==> src/rtl/pat_pkg.sv <==
// Shared definitions for the PAT program-load path: loader states and
// instruction-buffer geometry.
package pat_pkg;

    localparam int I_ADR_WIDTH    = 10;
    localparam int I_WIDTH        = 20;
    localparam int I_BUFFER_SIZE  = 2;
    localparam int CNT_WIDTH      = I_ADR_WIDTH + 1;
    localparam int IMEM_WORD_W    = I_WIDTH * I_BUFFER_SIZE;
    localparam int BYTES_PER_WORD = (IMEM_WORD_W + 7) / 8;

    typedef enum logic [1:0] {
        IDLE  = 2'd0,
        LOAD  = 2'd1,
        CHECK = 2'd2,
        DONE  = 2'd3
    } loader_state_t;

    function automatic logic [7:0] sum8(input logic [7:0] a, input logic [7:0] b);
        return a + b;
    endfunction

endpackage

==> src/rtl/imem_loader_byte_assembler.sv <==
// Collects host bytes, least-significant first, into one instruction-buffer
// write word and flags acceptance of the word's final byte.
module byte_assembler #(
    parameter int WORD_W = 40
) (
    input  logic              clk,
    input  logic              reset,
    input  logic              i_clear,
    input  logic              i_valid,
    input  logic [7:0]        i_byte,
    output logic [WORD_W-1:0] o_word,
    output logic              o_word_complete
);

    localparam int NB = (WORD_W + 7) / 8;
    localparam int IW = (NB > 1) ? $clog2(NB) : 1;

    logic [IW-1:0]   r_idx;
    logic [NB*8-1:0] r_word;
    logic            w_last;

    assign w_last          = (r_idx == IW'(NB - 1));
    assign o_word_complete = i_valid && w_last;
    // Pad bits of the top byte exist only in the holding register.
    assign o_word          = r_word[WORD_W-1:0];

    // Byte index and word register; the index wraps after the final byte.
    always_ff @(posedge clk) begin
        if (reset) begin
            r_idx  <= '0;
            r_word <= '0;
        end else if (i_clear) begin
            r_idx  <= '0;
        end else if (i_valid) begin
            r_word[{r_idx, 3'b000} +: 8] <= i_byte;
            r_idx <= w_last ? '0 : r_idx + IW'(1);
        end
    end

endmodule

==> src/rtl/imem_loader.sv <==
// Streams host bytes into the instruction buffer as wide words, auto-increments
// the write address, verifies a trailing checksum and holds the core meanwhile.
module imem_loader
    import pat_pkg::*;
#(
    parameter int i_adr_width   = I_ADR_WIDTH,
    parameter int i_width       = I_WIDTH,
    parameter int i_buffer_size = I_BUFFER_SIZE,
    parameter int cnt_width     = CNT_WIDTH
) (
    input  logic                               clk,
    input  logic                               reset,
    input  logic                               start,
    input  logic [i_adr_width-1:0]             start_adr,
    input  logic [cnt_width-1:0]               word_count,
    input  logic [7:0]                         byte_in,
    input  logic                               byte_valid,
    output logic                               byte_ready,
    output logic [i_adr_width-1:0]             imem_write_adr,
    output logic                               imem_write,
    output logic [i_buffer_size*i_width-1:0]   imem_in,
    output logic                               core_hold,
    output logic                               done,
    output logic                               load_ok
);

    localparam int W = i_buffer_size * i_width;

    loader_state_t          r_state;
    loader_state_t          w_next;
    logic [i_adr_width-1:0] r_adr;
    logic [cnt_width-1:0]   r_remaining;
    logic [7:0]             r_sum;
    logic                   r_write;
    logic                   r_done;
    logic                   r_load_ok;
    logic                   r_core_hold;

    logic                   w_byte_ready;
    logic                   w_accept;
    logic                   w_data_accept;
    logic                   w_start_ok;
    logic                   w_word_complete;
    logic [W-1:0]           w_word;

    // Ready is withheld during the strobe so the address cannot move under a write.
    assign w_byte_ready  = ((r_state == LOAD) && !r_write) || (r_state == CHECK);
    assign w_accept      = byte_valid && w_byte_ready;
    assign w_data_accept = w_accept && (r_state == LOAD);
    assign w_start_ok    = start && (r_state == IDLE);

    byte_assembler #(
        .WORD_W (W)
    ) u_asm (
        .clk             (clk),
        .reset           (reset),
        .i_clear         (w_start_ok),
        .i_valid         (w_data_accept),
        .i_byte          (byte_in),
        .o_word          (w_word),
        .o_word_complete (w_word_complete)
    );

    // Next-state selection.
    always_comb begin
        w_next = r_state;
        case (r_state)
            IDLE: begin
                if (start) begin
                    w_next = (word_count != '0) ? LOAD : CHECK;
                end else begin
                    w_next = IDLE;
                end
            end
            LOAD: begin
                if (r_write && (r_remaining == cnt_width'(1))) begin
                    w_next = CHECK;
                end else begin
                    w_next = LOAD;
                end
            end
            CHECK: begin
                if (w_accept) begin
                    w_next = DONE;
                end else begin
                    w_next = CHECK;
                end
            end
            DONE:    w_next = IDLE;
            default: w_next = IDLE;
        endcase
    end

    // State register plus address, count, checksum and status registers.
    always_ff @(posedge clk) begin
        if (reset) begin
            r_state     <= IDLE;
            r_adr       <= '0;
            r_remaining <= '0;
            r_sum       <= '0;
            r_write     <= 1'b0;
            r_done      <= 1'b0;
            r_load_ok   <= 1'b0;
            r_core_hold <= 1'b0;
        end else begin
            r_state <= w_next;
            r_write <= w_word_complete;
            r_done  <= (w_next == DONE);
            if (w_start_ok) begin
                r_adr       <= start_adr;
                r_remaining <= word_count;
                r_sum       <= '0;
                r_core_hold <= 1'b1;
                r_load_ok   <= 1'b0;
            end
            if (w_data_accept) begin
                r_sum <= sum8(r_sum, byte_in);
            end
            // Advance only after the strobe cycle has presented the address.
            if (r_write) begin
                r_adr       <= r_adr + i_adr_width'(1);
                r_remaining <= r_remaining - cnt_width'(1);
            end
            if (w_accept && (r_state == CHECK)) begin
                r_load_ok <= (byte_in == r_sum);
            end
            if (r_state == DONE) begin
                r_core_hold <= 1'b0;
            end
        end
    end

    assign byte_ready     = w_byte_ready;
    assign imem_write_adr = r_adr;
    assign imem_write     = r_write;
    assign imem_in        = w_word;
    assign core_hold      = r_core_hold;
    assign done           = r_done;
    assign load_ok        = r_load_ok;

endmodule

==> config.mk <==
export PLATFORM = sky130hd
export DESIGN_NAME = imem_loader
export DESIGN_NICKNAME = d
export VERILOG_FILES = /design/src/rtl/pat_pkg.sv /design/src/rtl/imem_loader_byte_assembler.sv /design/src/rtl/imem_loader.sv
export SDC_FILE = /design/constraint.sdc
export NUM_CORES = 1
export LEC_CHECK = 0
export BUFFER_PORTS_ARGS = -buffer_cell sky130_fd_sc_hd__buf_2
export CAP_MARGIN = 20
export CELL_PAD_IN_SITES_DETAIL_PLACEMENT = 0
export CELL_PAD_IN_SITES_GLOBAL_PLACEMENT = 2
export CORE_ASPECT_RATIO = 0.8
export CORE_MARGIN = 1.5
export CORE_UTILIZATION = 25
export CTS_CLUSTER_SIZE = 24
export DETAILED_ROUTE_END_ITERATION = 6
export GPL_ROUTABILITY_DRIVEN = 1
export PLACE_DENSITY = 0.65
export SLEW_MARGIN = 20
export SYNTH_ARGS = -nofsm -noshare
export SYNTH_HDL_FRONTEND = slang
export SYNTH_SLANG_ARGS = --single-unit
==> constraint.sdc <==
create_clock -name clk -period 2.9 [get_ports clk]
set_input_delay 0.145 -clock clk [delete_from_list [all_inputs] [get_ports clk]]
set_output_delay 0.145 -clock clk [all_outputs]
set_load 0.1 [all_outputs]
# --- Word level (Yosys, flattened, before mapping) ---
# Cells that the tools add are included.
op_classes:
  add_sub_neg: 5
  multipliers: 0
  n_div: 0
  magnitude_cmp: 0
  eq_ne: 7
  n_shift: 2
  n_mux: 15
  bitwise_logic: 1
  n_reduce_logical: 17
ops:
  columns: ["operator", "count"]
  rows:
  - ["$bwmux 40", 1]
  - ["$shift 8x8->40 const A", 1]
  - ["$shiftx 8x8->40", 1]
  - ["$mux 11", 2]
  - ["$mux 10", 2]
  - ["$mux 8", 2]
  - ["$eq 11x1->1 const B", 1]
  - ["$reduce_bool 11->1", 1]
  - ["$sub 11x1->11 const B", 1]
  - ["$add 10x1->10 const B", 1]
  - ["$add 8x8->8", 1]
  - ["$eq 8x8->1", 1]
  - ["$neg 6->8", 1]
  - ["$pmux 2 s4", 1]
  - ["$logic_and 1x1->1", 7]
  - ["$eq 2x2->1 const B", 3]
  - ["$mux 2", 3]
  - ["$reduce_bool 2->1", 3]
  - ["$reduce_or 2->1", 2]
  - ["$add 3x1->3 const B", 1]
  - ["$eq 3x3->1 const B", 1]
  - ["$mux 1", 3]
  - ["$mux 3", 1]
  - ["$eq 2x1->1 const B", 1]
  - ["5 further kinds", 5]
word_totals:
  regBits: 78
  latch_bits: 0
  mem_bits_rw: 0
  mem_bits_ro: 0
  in_bits: 33
  output_inout_bits: 55
  wordCells: 57
  memories: 0

# --- Logic depth before layout (Yosys ltp) ---
depth:
  ltp_word: 7
  ltp_mapped: 9
  depth_no_buf: 7

# --- Cells and area by module ---
# From an unflattened synthesis, not the netlist that was laid out.
unflattened:
  cells_unflattened: 437
  area_unflattened_um2: 4013.8
by_module_without_submodules:
  columns: ["module", "n_inst", "cells_each", "area_per_inst_um2", "seq_area_each_um2"]
  rows:
  - ["imem_loader", 1, 245, 2021.9, 700.7]
  - ["byte_assembler", 1, 192, 1991.9, 860.8]

# --- Worst setup path after synthesis ---
# No wires, ideal clock.
synth_path:
  path_kind: "register to output"
  start: "register r_write (netlist: imem_write)"
  end: "output byte_ready"
  arrival_ns: 2.701
  setup_slack_ns: 0.054
  stages_incl_launch_ff: 5
  cell_sequence: "dfxtp_1 > clkbuf_1 > clkbuf_1 > clkbuf_1 > o21ai_1"
synth_between:
  elab_chain_cells: 3
synth_lines:
  columns: ["item", "line", "source"]
  rows:
  - ["from (decl)", "imem_loader.sv:34", "logic r_write;"]
  - ["from (signal assigned)", "imem_loader.sv:107", "r_write <= w_word_complete;"]
  - ["$logic_not 1->1", "imem_loader.sv:47", "assign w_byte_ready = ((r_state == LOAD) && !r_write) || (r_state == CHECK);"]
  - ["$logic_and 1x1->1", "imem_loader.sv:47", null]
  - ["$logic_or 1x1->1", "imem_loader.sv:47", null]
  - ["to (decl)", "imem_loader.sv:18", "output logic byte_ready,"]
# Every way passes these cells.

# --- Worst setup path after layout ---
layout_path:
  start: "register u_asm.r_idx[0]"
  end: "register u_asm.r_word[1] (netlist: u_asm.o_word[1])"
layout_between:
  elab_chain_cells: 3
  word_cells_on_any_way: 4
  classes_between: "1 x add/sub; 2 x shift; 1 x mux"
layout_lines:
  columns: ["item", "line", "source"]
  rows:
  - ["from (decl)", "imem_loader_byte_assembler.sv:18", "logic [IW-1:0] r_idx;"]
  - ["from (signal assigned)", "imem_loader_byte_assembler.sv:36", "r_idx <= w_last ? '0 : r_idx + IW'(1);"]
  - ["$neg 6->8 (*)", "imem_loader_byte_assembler.sv:35", "r_word[{r_idx, 3'b000} +: 8] <= i_byte;"]
  - ["$shiftx 8x8->40 or $shift 8x8->40 (tied branches)", "imem_loader_byte_assembler.sv:35", null]
  - ["$bwmux 40 (*)", "imem_loader_byte_assembler.sv:35", null]
  - ["to (signal, indexed assignment)", "imem_loader_byte_assembler.sv:35", null]
  - ["to (decl)", "imem_loader_byte_assembler.sv:19", "logic [NB*8-1:0] r_word;"]
# Every way passes the cells marked *; elsewhere a longest branch is shown, timed or not.
# A chain may end at the register's enable or synchronous reset.

==> impl_metrics.json <==
{
  "synth_edf_count": 0,
  "hpwl_um": 7886,
  "hold_start": "start_adr[9]",
  "holdCritPathClass": "in2reg",
  "clock_path_buffers": 2,
  "crit_path_start_kind": "flip-flop",
  "worstPathArrival_ps": 2690,
  "via_count": 3498,
  "netlist_area_um2": 3700,
  "grt_antenna_before_repair": 0,
  "grtUsageTotal_pct": 14.48,
  "cts_buffers": 9,
  "clock_sinks": 78,
  "rows": 39,
  "fin_crit_sh_pct": 85.53,
  "wl_per_cell_um": 15.42,
  "stdcell_area_um2": 4705,
  "clk_latency_ps": 340,
  "syn2layout_area_growth_pct": 27.16,
  "dp_cells": 700,
  "worstRegToRegCells": 7,
  "postSynthAreaPerCell_um2": 8.333,
  "power.density_nw_per_um2": 609.2,
  "layout-drive-gt1-share_pct": 21.80,
  "instances_no_fill": 716,
  "irDropWorstVdd_v": 0.0003540,
  "slew_viol_final": 0,
  "min_period_ps": 2480,
  "status": "complete, no violations",
  "die_y_um": 111.8,
  "dieArea_um2": 15540,
  "worst_pin_slew_ps": 711.6,
  "path_buf_inv": 1,
  "ys.flop_type": "dfxtp_1",
  "rrSetupSlack_ps": 420,
  "grt_max_degree": 54,
  "fp.dieW_um": 139.0,
  "drt-initial-drc-count": 132,
  "whs_path_depth": 3,
  "drv_cap": 0,
  "cp_cell_sequence": "inv_1 > ha_1 > ha_1 > nand3b_1 > or4_1 > mux2i_1 > nor2_1",
  "cts.htree.levels": 3,
  "clk_root_buffer_cell": "clkbuf_16",
  "critPathCaptureType": "flip-flop",
  "drt-pass1-iter-count": 4,
  "p_leak_uw": 0.002014,
  "finalHoldViolCount": 0,
  "r2r_end": "u_asm.o_word[1]",
  "fin_nets": 578,
  "worst_path_dominant_cell_family": "simple AND/OR/NAND/NOR gates",
  "diodes": 0,
  "grt_pass1_wl_um": 17680,
  "crit_fanout": 11,
  "wirelength_um": 11040,
  "timing.critical_path.mode_cell": "ha_1",
  "synthCells": 444,
  "floorplan.initialDensity_pct": 25.79,
  "yosys_warnings": 0,
  "antenna_left": 0,
  "max_freq_mhz": 403.2,
  "hold_end": "imem_write_adr[9]",
  "yosysSeqAreaShare_pct": 42.20,
  "fp.coreArea_um2": 14350,
  "pin_count": 88,
  "synth_nets": 495,
  "hold_buffers": 0,
  "post_cts_buffers": 0,
  "rsz0062_at_grt": "false",
  "place_area_um2": 4353,
  "synth-seq-cells": 78,
  "vias_per_cell": 4.885,
  "timing.rr.start": "u_asm.r_idx[0]",
  "grt_pass1_vias": 3299,
  "routabilityCongestion": 0.7250,
  "critical_path_class": "reg2reg",
  "path_clk_slew_ps": 60,
  "setup-tns-final_ps": 0,
  "port_buffers": 87,
  "relSlewSlack_pct": 52.56,
  "slowest_delay_ps": 650,
  "cts_tree": "yes",
  "fin_skew_ps": 4.529,
  "yosysUniqueCellTypes": 51,
  "grt_overflow": 0,
  "setup_viol": 0,
  "synthArstFlopShare_pct": 0,
  "drc": 0,
  "cts_resized": 0,
  "critPathRequiredTime_ps": 3110,
  "final_util_pct": 32.79,
  "slowest_stage": "or4_1"
}
through the flow:
stage | total power [uW] | worst slack, ps | hold slack, ps
6_report | 2866 | 419.7 | 47.05
5_1_grt | 2993 | 271.9 | 62.11
4_1_cts | 2916 | 396.4 | 37.20
3_5_place_dp | 1560 | 394.1 | 407.4
3_3_place_gp | 1557 | 454.9 | 392.1
2_1_floorplan | 1445 | 54.38 | 281.0
worst reg2reg max path: cells and delay by family, from the launching register on:
family        cells  cell delay (ps)
flops             1              530
simple gates      3              870
buf+inv           1              140
mux               1              230
fa+ha+maj         2              580
cells in the mapped netlist, types with 3 or more instances:
library cell	n	area share, %
nand3b_1	4	0.81
nand4b_1	5	1.2
o21ai_1	4	0.54
nand3_1	31	4.2
nor3b_1	5	1.0
inv_1	8	0.81
and2_1	3	0.51
nor3_1	14	1.9
o21ai_0	8	1.1
ha_1	17	5.7
nand2b_1	3	0.51
clkbuf_1	23	2.3
nor2_1	50	5.1
a22oi_1	4	0.81
dfxtp_1	78	42
mux2i_1	16	4.3
or4_1	3	0.61
nor2b_1	4	0.68
a31oi_1	4	0.68
a211oi_1	9	1.8
nand2_1	50	5.1
o211ai_1	4	0.81
a21oi_1	53	7.2
nor4_1	6	1.0
or3_1	3	0.51
o21bai_1	3	0.61
layer usage:
| layer | routed length (um) | track usage, % |
|---|---|---|
| met4 | 126 | 4.375 |
| met2 | 4940 | 21.88 |
| met3 | 577 | 4.688 |
| met1 | 5399 | 19.64 |
| met5 | 0 | 0 |
area by class of cell:
cell class	instances	area, um2
clock buffer	11	242.7
timing repair buffer	96	505.5
tap	184	230.2
fill	1556	9642
multi-input combinational	334	2028
inverter	8	30.03
sequential	78	1562
clock inverter	5	106.4
worst max-delay path by stage:
stage                               from               to  cells after the start
after floorplan               imem_write       byte_ready                      4
after global placement    u_asm.r_idx[0]  u_asm.o_word[6]                      7
after detailed placement  u_asm.r_idx[0]  u_asm.o_word[1]                      7
after CTS                 u_asm.r_idx[0]  u_asm.o_word[1]                      7
after global routing      u_asm.r_idx[0]  u_asm.o_word[3]                      7
final                     u_asm.r_idx[0]  u_asm.o_word[1]                      7
where the power goes:
group / total (uW) / switching (uW) / internal, uW / leakage [uW]
Clock: 1330 / 466 / 866 / 0.000166
Combinational: 396 / 288 / 108 / 0.00121
Sequential: 1140 / 32.2 / 1110 / 0.000634
Total: 2870 / 786 / 2080 / 0.00201
cells in the final DEF (no fill, tap or decap), drive strengths merged, types with 3 or more instances in the layout:
cell type,count
nand3b,4
a31oi,5
ha,17
a22oi,4
and2,3
nand4b,5
nand2,50
nand2b,3
o211ai,4
o21ai,12
dfxtp,78
nand3,31
clkbuf,11
a211oi,9
nor2,50
inv,8
bufinv,3
a21oi,53
or3,4
buf,96
or4,4
nor3,14
mux2i,16
nor2b,4
nor4,6
nor3b,5
o21bai,3
cells by family after synthesis:
group	synth area share, %
compound gates	17.55
xor+xnor	0.7103
fa+ha+maj	6.290
buf+inv	3.280
flops	42.21
mux	4.633
simple gates	25.33
sequential cells by signal, indices dropped and copies added, names as in the netlist, 2 cells and up:
register,cells
u_asm.o_word,40
r_state,2
r_remaining,11
u_asm.r_idx,3
r_sum,8
imem_write_adr,10
Power figures use the tool's default switching activity.
